$ cat src/rtl/bp_update_sequencer_if.sv
// bp_update_sequencer_if: resolution sources, fetch lookup and predictor port bundle
interface bp_update_sequencer_if #(parameter int DEPTH = 4);
  localparam int CW = $clog2(DEPTH) + 1;
  logic [1:0] res_valid;
  logic [1:0] res_ready;
  logic [1:0] res_taken;
  logic [31:0] res_pc0;
  logic [31:0] res_pc1;
  logic [31:0] res_target0;
  logic [31:0] res_target1;
  logic fetch_req;
  logic [31:0] fetch_pc;
  logic fetch_grant;
  logic [31:0] bp_pc;
  logic bp_update;
  logic bp_update_taken;
  logic [31:0] bp_update_target;
  logic [CW-1:0] pending;
  modport master (
    output res_valid, res_taken, res_pc0, res_pc1, res_target0, res_target1, fetch_req, fetch_pc,
    input res_ready, fetch_grant, bp_pc, bp_update, bp_update_taken, bp_update_target, pending
  );
  modport slave (
    input res_valid, res_taken, res_pc0, res_pc1, res_target0, res_target1, fetch_req, fetch_pc,
    output res_ready, fetch_grant, bp_pc, bp_update, bp_update_taken, bp_update_target, pending
  );
endinterface

$ cat src/rtl/bp_update_sequencer.sv
// bp_update_sequencer: shares the predictor pc port between fetch lookups and queued training updates
module bp_update_sequencer #(
  parameter int DEPTH = 4,
  parameter int HIGH_WATER = 3,
  parameter int MAX_WAIT = 8
) (
  input logic clk,
  input logic rst,
  bp_update_sequencer_if.slave bus
);
  localparam int AW = $clog2(DEPTH);
  localparam int CW = AW + 1;
  localparam int WW = $clog2(MAX_WAIT + 1);
  logic [31:0] pc_q [DEPTH];
  logic [31:0] pc_d [DEPTH];
  logic [31:0] tgt_q [DEPTH];
  logic [31:0] tgt_d [DEPTH];
  logic [DEPTH-1:0] tkn_q, tkn_d;
  logic [AW-1:0] head_q, head_d, tail_q, tail_d, wr1;
  logic [CW-1:0] count_q, count_d, free;
  logic [WW-1:0] wait_q, wait_d;
  logic rr_q, rr_d;
  logic sel_upd, contend;
  logic [1:0] ready, acc;
  always_comb begin
    free = CW'(DEPTH) - count_q;
    sel_upd = !rst && count_q != '0 &&
              (!bus.fetch_req || count_q >= CW'(HIGH_WATER) || wait_q >= WW'(MAX_WAIT));
    contend = free == CW'(1) && &bus.res_valid;
    // with one slot left and both sources valid, only the round-robin favourite gets it
    ready = (rst || free == '0) ? 2'b00 : contend ? (rr_q ? 2'b10 : 2'b01) : 2'b11;
    acc = bus.res_valid & ready;
    wr1 = tail_q + AW'(acc[0]);
    pc_d = pc_q;
    tgt_d = tgt_q;
    tkn_d = tkn_q;
    if (acc[0]) begin
      pc_d[tail_q] = bus.res_pc0;
      tgt_d[tail_q] = bus.res_target0;
      tkn_d[tail_q] = bus.res_taken[0];
    end
    if (acc[1]) begin
      pc_d[wr1] = bus.res_pc1;
      tgt_d[wr1] = bus.res_target1;
      tkn_d[wr1] = bus.res_taken[1];
    end
    head_d = head_q + AW'(sel_upd);
    tail_d = tail_q + AW'(acc[0]) + AW'(acc[1]);
    count_d = count_q + CW'(acc[0]) + CW'(acc[1]) - CW'(sel_upd);
    wait_d = (sel_upd || count_q == '0) ? '0 : wait_q >= WW'(MAX_WAIT) ? wait_q : wait_q + WW'(1);
    rr_d = (contend && acc != '0) ? ~rr_q : rr_q;
  end
  always_ff @(posedge clk) begin
    if (rst) begin
      head_q <= '0;
      tail_q <= '0;
      count_q <= '0;
      wait_q <= '0;
      rr_q <= 1'b0;
    end else begin
      head_q <= head_d;
      tail_q <= tail_d;
      count_q <= count_d;
      wait_q <= wait_d;
      rr_q <= rr_d;
    end
  end
  always_ff @(posedge clk) begin
    pc_q <= pc_d;
    tgt_q <= tgt_d;
    tkn_q <= tkn_d;
  end
  assign bus.res_ready = ready;
  assign bus.fetch_grant = !sel_upd && bus.fetch_req;
  assign bus.bp_pc = sel_upd ? pc_q[head_q] : bus.fetch_pc;
  assign bus.bp_update = sel_upd;
  assign bus.bp_update_taken = sel_upd && tkn_q[head_q];
  assign bus.bp_update_target = sel_upd ? tgt_q[head_q] : '0;
  assign bus.pending = rst ? '0 : count_q;
  a_port_shared: assert property (@(posedge clk) disable iff (rst) !(bus.fetch_grant && bus.bp_update));
  a_no_overflow: assert property (@(posedge clk) disable iff (rst) count_q <= CW'(DEPTH));
endmodule

$ cat src/flat_wrapper.sv
// flat-port wrapper written by rule: the top's interface ports become plain ports
module bp_update_sequencer_flat 
#(
  parameter int DEPTH = 4,
  parameter int HIGH_WATER = 3,
  parameter int MAX_WAIT = 8
)
  (clk, rst, bus_res_valid, bus_res_taken, bus_res_pc0, bus_res_pc1, bus_res_target0, bus_res_target1, bus_fetch_req, bus_fetch_pc, bus_res_ready, bus_fetch_grant, bus_bp_pc, bus_bp_update, bus_bp_update_taken, bus_bp_update_target, bus_pending);
  bp_update_sequencer_if #(.DEPTH(DEPTH)) bus_i ();
  input logic clk;
  input logic rst;
  input wire logic [$bits(bus_i.res_valid)-1:0] bus_res_valid;
  input wire logic [$bits(bus_i.res_taken)-1:0] bus_res_taken;
  input wire logic [$bits(bus_i.res_pc0)-1:0] bus_res_pc0;
  input wire logic [$bits(bus_i.res_pc1)-1:0] bus_res_pc1;
  input wire logic [$bits(bus_i.res_target0)-1:0] bus_res_target0;
  input wire logic [$bits(bus_i.res_target1)-1:0] bus_res_target1;
  input wire logic [$bits(bus_i.fetch_req)-1:0] bus_fetch_req;
  input wire logic [$bits(bus_i.fetch_pc)-1:0] bus_fetch_pc;
  output wire logic [$bits(bus_i.res_ready)-1:0] bus_res_ready;
  output wire logic [$bits(bus_i.fetch_grant)-1:0] bus_fetch_grant;
  output wire logic [$bits(bus_i.bp_pc)-1:0] bus_bp_pc;
  output wire logic [$bits(bus_i.bp_update)-1:0] bus_bp_update;
  output wire logic [$bits(bus_i.bp_update_taken)-1:0] bus_bp_update_taken;
  output wire logic [$bits(bus_i.bp_update_target)-1:0] bus_bp_update_target;
  output wire logic [$bits(bus_i.pending)-1:0] bus_pending;
  assign bus_i.res_valid = bus_res_valid;
  assign bus_i.res_taken = bus_res_taken;
  assign bus_i.res_pc0 = bus_res_pc0;
  assign bus_i.res_pc1 = bus_res_pc1;
  assign bus_i.res_target0 = bus_res_target0;
  assign bus_i.res_target1 = bus_res_target1;
  assign bus_i.fetch_req = bus_fetch_req;
  assign bus_i.fetch_pc = bus_fetch_pc;
  assign bus_res_ready = bus_i.res_ready;
  assign bus_fetch_grant = bus_i.fetch_grant;
  assign bus_bp_pc = bus_i.bp_pc;
  assign bus_bp_update = bus_i.bp_update;
  assign bus_bp_update_taken = bus_i.bp_update_taken;
  assign bus_bp_update_target = bus_i.bp_update_target;
  assign bus_pending = bus_i.pending;
  bp_update_sequencer #(.DEPTH(DEPTH), .HIGH_WATER(HIGH_WATER), .MAX_WAIT(MAX_WAIT)) u_core (.clk(clk), .rst(rst), .bus(bus_i));
endmodule
$ cat config.mk
export PLATFORM = sky130hd
export DESIGN_NAME = bp_update_sequencer_flat
export DESIGN_NICKNAME = d
export VERILOG_FILES = /design/src/rtl/bp_update_sequencer_if.sv /design/src/rtl/bp_update_sequencer.sv /design/src/flat_wrapper.sv
export SDC_FILE = /design/constraint.sdc
export NUM_CORES = 1
export LEC_CHECK = 0
export BUFFER_PORTS_ARGS = -buffer_cell sky130_fd_sc_hd__buf_2
export CORE_MARGIN = 2
export CORE_UTILIZATION = 50
export CTS_CLUSTER_SIZE = 16
export DETAILED_ROUTE_END_ITERATION = 6
export GPL_ROUTABILITY_DRIVEN = 0
export HOLD_SLACK_MARGIN = 0.05
export MAX_ROUTING_LAYER = met4
export PLACE_DENSITY = 0.81
export SLEW_MARGIN = 20
export SYNTH_ARGS = -nofsm -noshare
export SYNTH_HDL_FRONTEND = slang
export SYNTH_SLANG_ARGS = --single-unit
$ cat constraint.sdc
create_clock -name clk -period 4 [get_ports clk]
set_input_delay 0.2 -clock clk [delete_from_list [all_inputs] [get_ports clk]]
set_output_delay 0.2 -clock clk [all_outputs]
set_load 0.03 [all_outputs]
# == Word level (Yosys, flattened, before mapping) ==
# Index checks and enable logic that the tools add are counted.
# word_totals
reg_bits,272
in_bits,167
out_inout_bits,72
elab_cells,97
# classes
n_addsub,8
magnitude_cmp,12
n_eq_ne,1
muxes,34
bitwise_logic,5
reduce_logical,23
# op_table
cell,n
bitwise mux 128 bit,4
two-way mux 128 bit,4
two-way mux 32 bit,8
binary-select mux 32 bit (select 2 bit),2
demux 32 bit (select 2 bit),2
logical AND 1 bit,10
>= comparator 3 bit (second input constant),3
less-than comparator 2 x 3 -> 1 bit (second input constant),3
inverter 2 -> 3 bit,3
bitwise mux 4 bit,2
two-way mux 4 bit,2
adder 2 x 1 -> 2 bit,3
adder 3 x 1 -> 3 bit,2
zero test 3 bit,2
less-than comparator 3 x 1 -> 1 bit (second input constant),2
two-way mux 2 bit,3
adder 4 x 1 -> 4 bit (second input constant),1
demux 1 bit (select 2 bit),2
>= comparator 2 x 1 -> 1 bit (second input constant),2
>= comparator 4 bit (second input constant),1
logical OR 1 bit,4
equality test 3 x 1 -> 1 bit (second input constant),1
>= comparator 3 x 2 -> 1 bit (second input constant),1
zero test 1 bit,3
other kinds (11),13

# == Logic depth before layout (Yosys ltp) ==
# depth
ltp_word,14
depth_mapped,13
depth_no_buf,12

# == Worst setup path before layout ==
# OpenSTA, ideal clock, no wires.
# synth_timing
path_kind,register to register
start,register u_core.count_q[2]
end,register u_core.count_q[1]
arrival_ps,2830
t_required_ps,3872
path_slack_ps,1042
path_stages_with_launch,13
period_less_slack_ps,2958
path_cell_list,dfxtp_1 > inv_1 > ha_1 > o21ai_0 > nand3_1 > nand2_1 > buf_2 > inv_1 > ha_1 > fa_1 > inv_1 > fa_1 > nor2b_1
# synth_via
elab_cells_between_ends,17
classes_between,4 x add/sub; 1 x order compare; 1 x eq/ne; 2 x mux; 1 x bitwise; 8 x reduce/logical
# synth_rtl
element,line_no,rtl
"start, declared",bp_update_sequencer.sv:20,"logic [CW-1:0] count_q, count_d, free;"
"start signal, assigned",bp_update_sequencer.sv:63,count_q <= count_d;
>= comparator 3 x 2 -> 1 bit,bp_update_sequencer.sv:28,(!bus.fetch_req || count_q >= CW'(HIGH_WATER) || wait_q >= WW'(MAX_WAIT));
logical OR 1 bit (2 in series),bp_update_sequencer.sv:28,
logical AND 1 bit *,bp_update_sequencer.sv:27,sel_upd = !rst && count_q != '0 &&
net bus_bp_update,flat_wrapper.sv:23,output wire logic [$bits(bus_i.bp_update)-1:0] bus_bp_update;
subtractor 3 x 1 -> 3 bit *,bp_update_sequencer.sv:49,count_d = count_q + CW'(acc[0]) + CW'(acc[1]) - CW'(sel_upd);
net u_core.count_d[1],bp_update_sequencer.sv:20,
# The timed path passes the listed nets; every way through them passes the cells marked *.
# A chain may end at the register's enable or synchronous reset.

==> metrics.txt <==
status finished with violations; violated checks DRC; CP Data Arrival Time 4170 ps; Die X 167 µm; top cell type by total area after synthesis dfxtp_1; Setup TNS Final 0 ps; vias in the first global route 14586; die area 27900 µm²; Max Fclk 0.267 GHz; Nets 2197; setup violators final 0; Detailed Place HPWL 23.4 mm; Synth Instances 1670; overall routed net length 44.7 mm; CTS tree built; Finished Cell Area 17500 µm²; slowest CP cell dlygate4sd3_1; global-route wire length before repair 71.0 mm; period utilization 93.6%; critical setup path kind reg -> reg; worst slew pin tran 994 ps; Crit path max-delay family simple AND/OR/NAND/NOR gates; share of post-route cells with drive strength above 1 20.3%; cell-by-cell trace of the critical path nor2_1, ha_1, nand3_1, nor2_1, nor3_1, ha_1, nor4b_1, o211ai_1, buf_12, nor2_1, a31oi_1, dlygate4sd3_1; clock tree sinks 272; clk_skew 8.44 ps; post-synthesis cell type count 35; Root Buffer clkbuf_16; post-synthesis sequential area ratio 40.9%; Top Ports 239; Worst IR Drop VDD 0.496 mV; min cycle time layout 3740 ps; Max clock buf depth 3; Yosys reg bits 272; CTS buffer count 29; Final WS setup 255 ps; Post-Synthesis Cell Area 13300 µm²; Avg WL per Cell 18.8 µm; mean post-synth cell area 7.97 µm²; crit path launch type flip-flop; most frequent CP cell nor2_1; clk_lat worst skew 540 ps; Antenna Violating Nets Remaining 0; via count 14204; final non-filler cell total 2375; Placed Instances 2126; Power Density 739 nW/µm²; Std-Cell Rows 59; max-slew violations 0; slowest stage delay, CP 620 ps; Synth Net Count 1848; htree depth 1; synth-to-layout area growth 31.6%; Remaining Overflow, GRT 0; synth warn 0; Post-CTS Setup Repair Bufs 0; Top FF cell, synth dfxtp_1; largest net degree at the start of global routing 131; critical path peak fanout 130; die height 167 µm; Setup crit end kind flip-flop; Buffers on Ports 238; initial antenna violation count 0; GRT Total Usage 31.8%; max-cap viol count 0; Worst-path clk slew 60 ps; # fillers 2000; Vias/cell 5.98; Synth async-reset ratio 0%; number of synthesized flops with an enable pin 0; placed cell areas 14600 µm²; Worst EP required 4420 ps; crit path buf inv count 2; RSZ-0062 raised after global routing no; Place WS 941 ps; Ant. Diodes 0; hold crit path type in -> reg; Synth area leaders dfxtp_1 41%, nand2_1 15%, a31oi_1 12%; initial DRC count 1681; top-area cell type share of the netlist area 40.9%; final hold vios 0; Leakage Power 7.71 nW; initial cell density of the core 50.9%; slew margin rel. 33.8%; drt first pass iters 7; core area 26100 µm²; R2R Setup Slk 260 ps; Post-route DRC 16
-- layer usage --
| layer | track usage, % | routed length, µm | vias up |
|---|---|---|---|
| met1 | 37.8 | 17000 | 6604 |
| li1 | - | - | 6446 |
| met5 | - | 0 | - |
| met2 | 52.3 | 21200 | 956 |
| met4 | 17.3 | 2050 | 0 |
| met3 | 4.77 | 4380 | 198 |
-- stage by stage --
stage                     power (mW)  hold WS [ps]  util, %
after floorplan                 8.06           355        -
after global placement          9.01           447     55.7
final                           12.9           184     67.1
after CTS                       12.7           175     67.1
after global routing            13.6           243     67.1
after detailed placement        9.28           456     55.7
-- final timing paths --
path,start,endpoint,cells after the start
hold reg to reg,u_core.pc_q[97]$_DFF_P_,u_core.pc_q[97]$_DFF_P_,2
setup reg to reg,u_core.count_q[0]$_SDFF_PP0_,u_core.pc_q[44]$_DFF_P_,12
setup / recovery,u_core.count_q[0]$_SDFF_PP0_,u_core.pc_q[44]$_DFF_P_,12
hold / removal,bus_res_valid[0],u_core.rr_q$_SDFFE_PP0P_,5
-- registers in the layout, summed over array words and instances (netlist names) --
name and count:
u_core.pc_q 128, u_core.tgt_q 128, u_core.tkn_q 4, u_core.wait_q 4, u_core.count_q 3, u_core.head_q 2
u_core.tail_q 2, u_core.rr_q 1
-- logic make-up after synthesis --
logic type	Yosys count	share of synthesized area (%)
adders and majority gates	11	1.15
buffers and inverters	148	5.23
AOI/OAI and AO/OA	273	13.0
muxes	98	13.8
and+or+nand+nor	861	25.5
xor gates and xnor gates	7	0.460
DFF	272	40.9
-- report_power, final --
| group | leakage (nW) | switching (mW) | total (mW) | internal, mW |
|---|---|---|---|---|
| clock | 0.498 | 1.13 | 2.83 | 1.70 |
| sequential | 2.29 | 0.811 | 4.95 | 4.14 |
| combinational | 4.92 | 2.59 | 5.16 | 2.57 |
-- worst register-to-register path, cell delays in order (launching register included) --
cell           delay [ps]
dfxtp_1               400
nor2_1                100
ha_1                  300
nand3_1               290
nor2_1                250
nor3_1                 80
ha_1                  320
nor4b_1               410
o211ai_1              220
buf_12                310
nor2_1                240
a31oi_1                80
dlygate4sd3_1         620
-- cells in the final DEF (no fill, tap or decap), types with 2 or more instances in the layout --
cell / synthesis / layout
buf_4: 6 / 14
or2_2: 2 / 2
clkbuf_8: 0 / 3
nor2_1: 278 / 277
o211ai_1: 8 / 8
fa_1: 2 / 2
a211oi_4: 0 / 4
nand3b_1: 2 / 2
mux4_2: 65 / 65
and2_1: 2 / 2
nand2_1: 521 / 520
xnor2_1: 6 / 6
and3_1: 36 / 36
clkinv_2: 0 / 10
ha_1: 9 / 9
dfxtp_1: 272 / 270
clkbuf_16: 0 / 29
bufinv_16: 0 / 5
buf_2: 64 / 238
buf_12: 0 / 7
clkbuf_1: 53 / 4
nor3_1: 3 / 3
mux2_2: 32 / 32
dlygate4sd3_1: 0 / 197
a31oi_1: 260 / 260
dfxtp_4: 0 / 2
nand3_1: 4 / 4
nand2b_1: 2 / 2
inv_1: 10 / 10
nor2b_1: 5 / 5
-- final cells by class --
class	count	area [µm²]	share of cell area [%]
Inverter	10	37.5	0.214
Tap cell	335	419	2.39
Sequential cell	272	5450	31.1
Clock buffer	36	782	4.46
Timing Repair Buffer	456	3410	19.4
Multi-Input combinational cell	1250	7220	41.2
Clock inverter	16	209	1.19
-- cell usage after synthesis, types with 3 or more instances --
library cell and count:
inv_1 10, nand3_1 4, and3_1 36, nor3_1 3, nor2b_1 5, o211ai_1 8
mux4_2 65, buf_6 5, nand2_1 521, buf_1 10, clkbuf_1 53, a31oi_1 260
dfxtp_1 272, mux2_2 32, buf_2 64, nor2_1 278, buf_4 6, ha_1 9
xnor2_1 6
-- repair_timing --
item                                   4_1_cts  5_1_grt
gates resized for setup                      0        0
endpoints found under the hold margin      267        0
hold buffers                               197        0
Note: power is estimated with default switching activity, not from simulation.
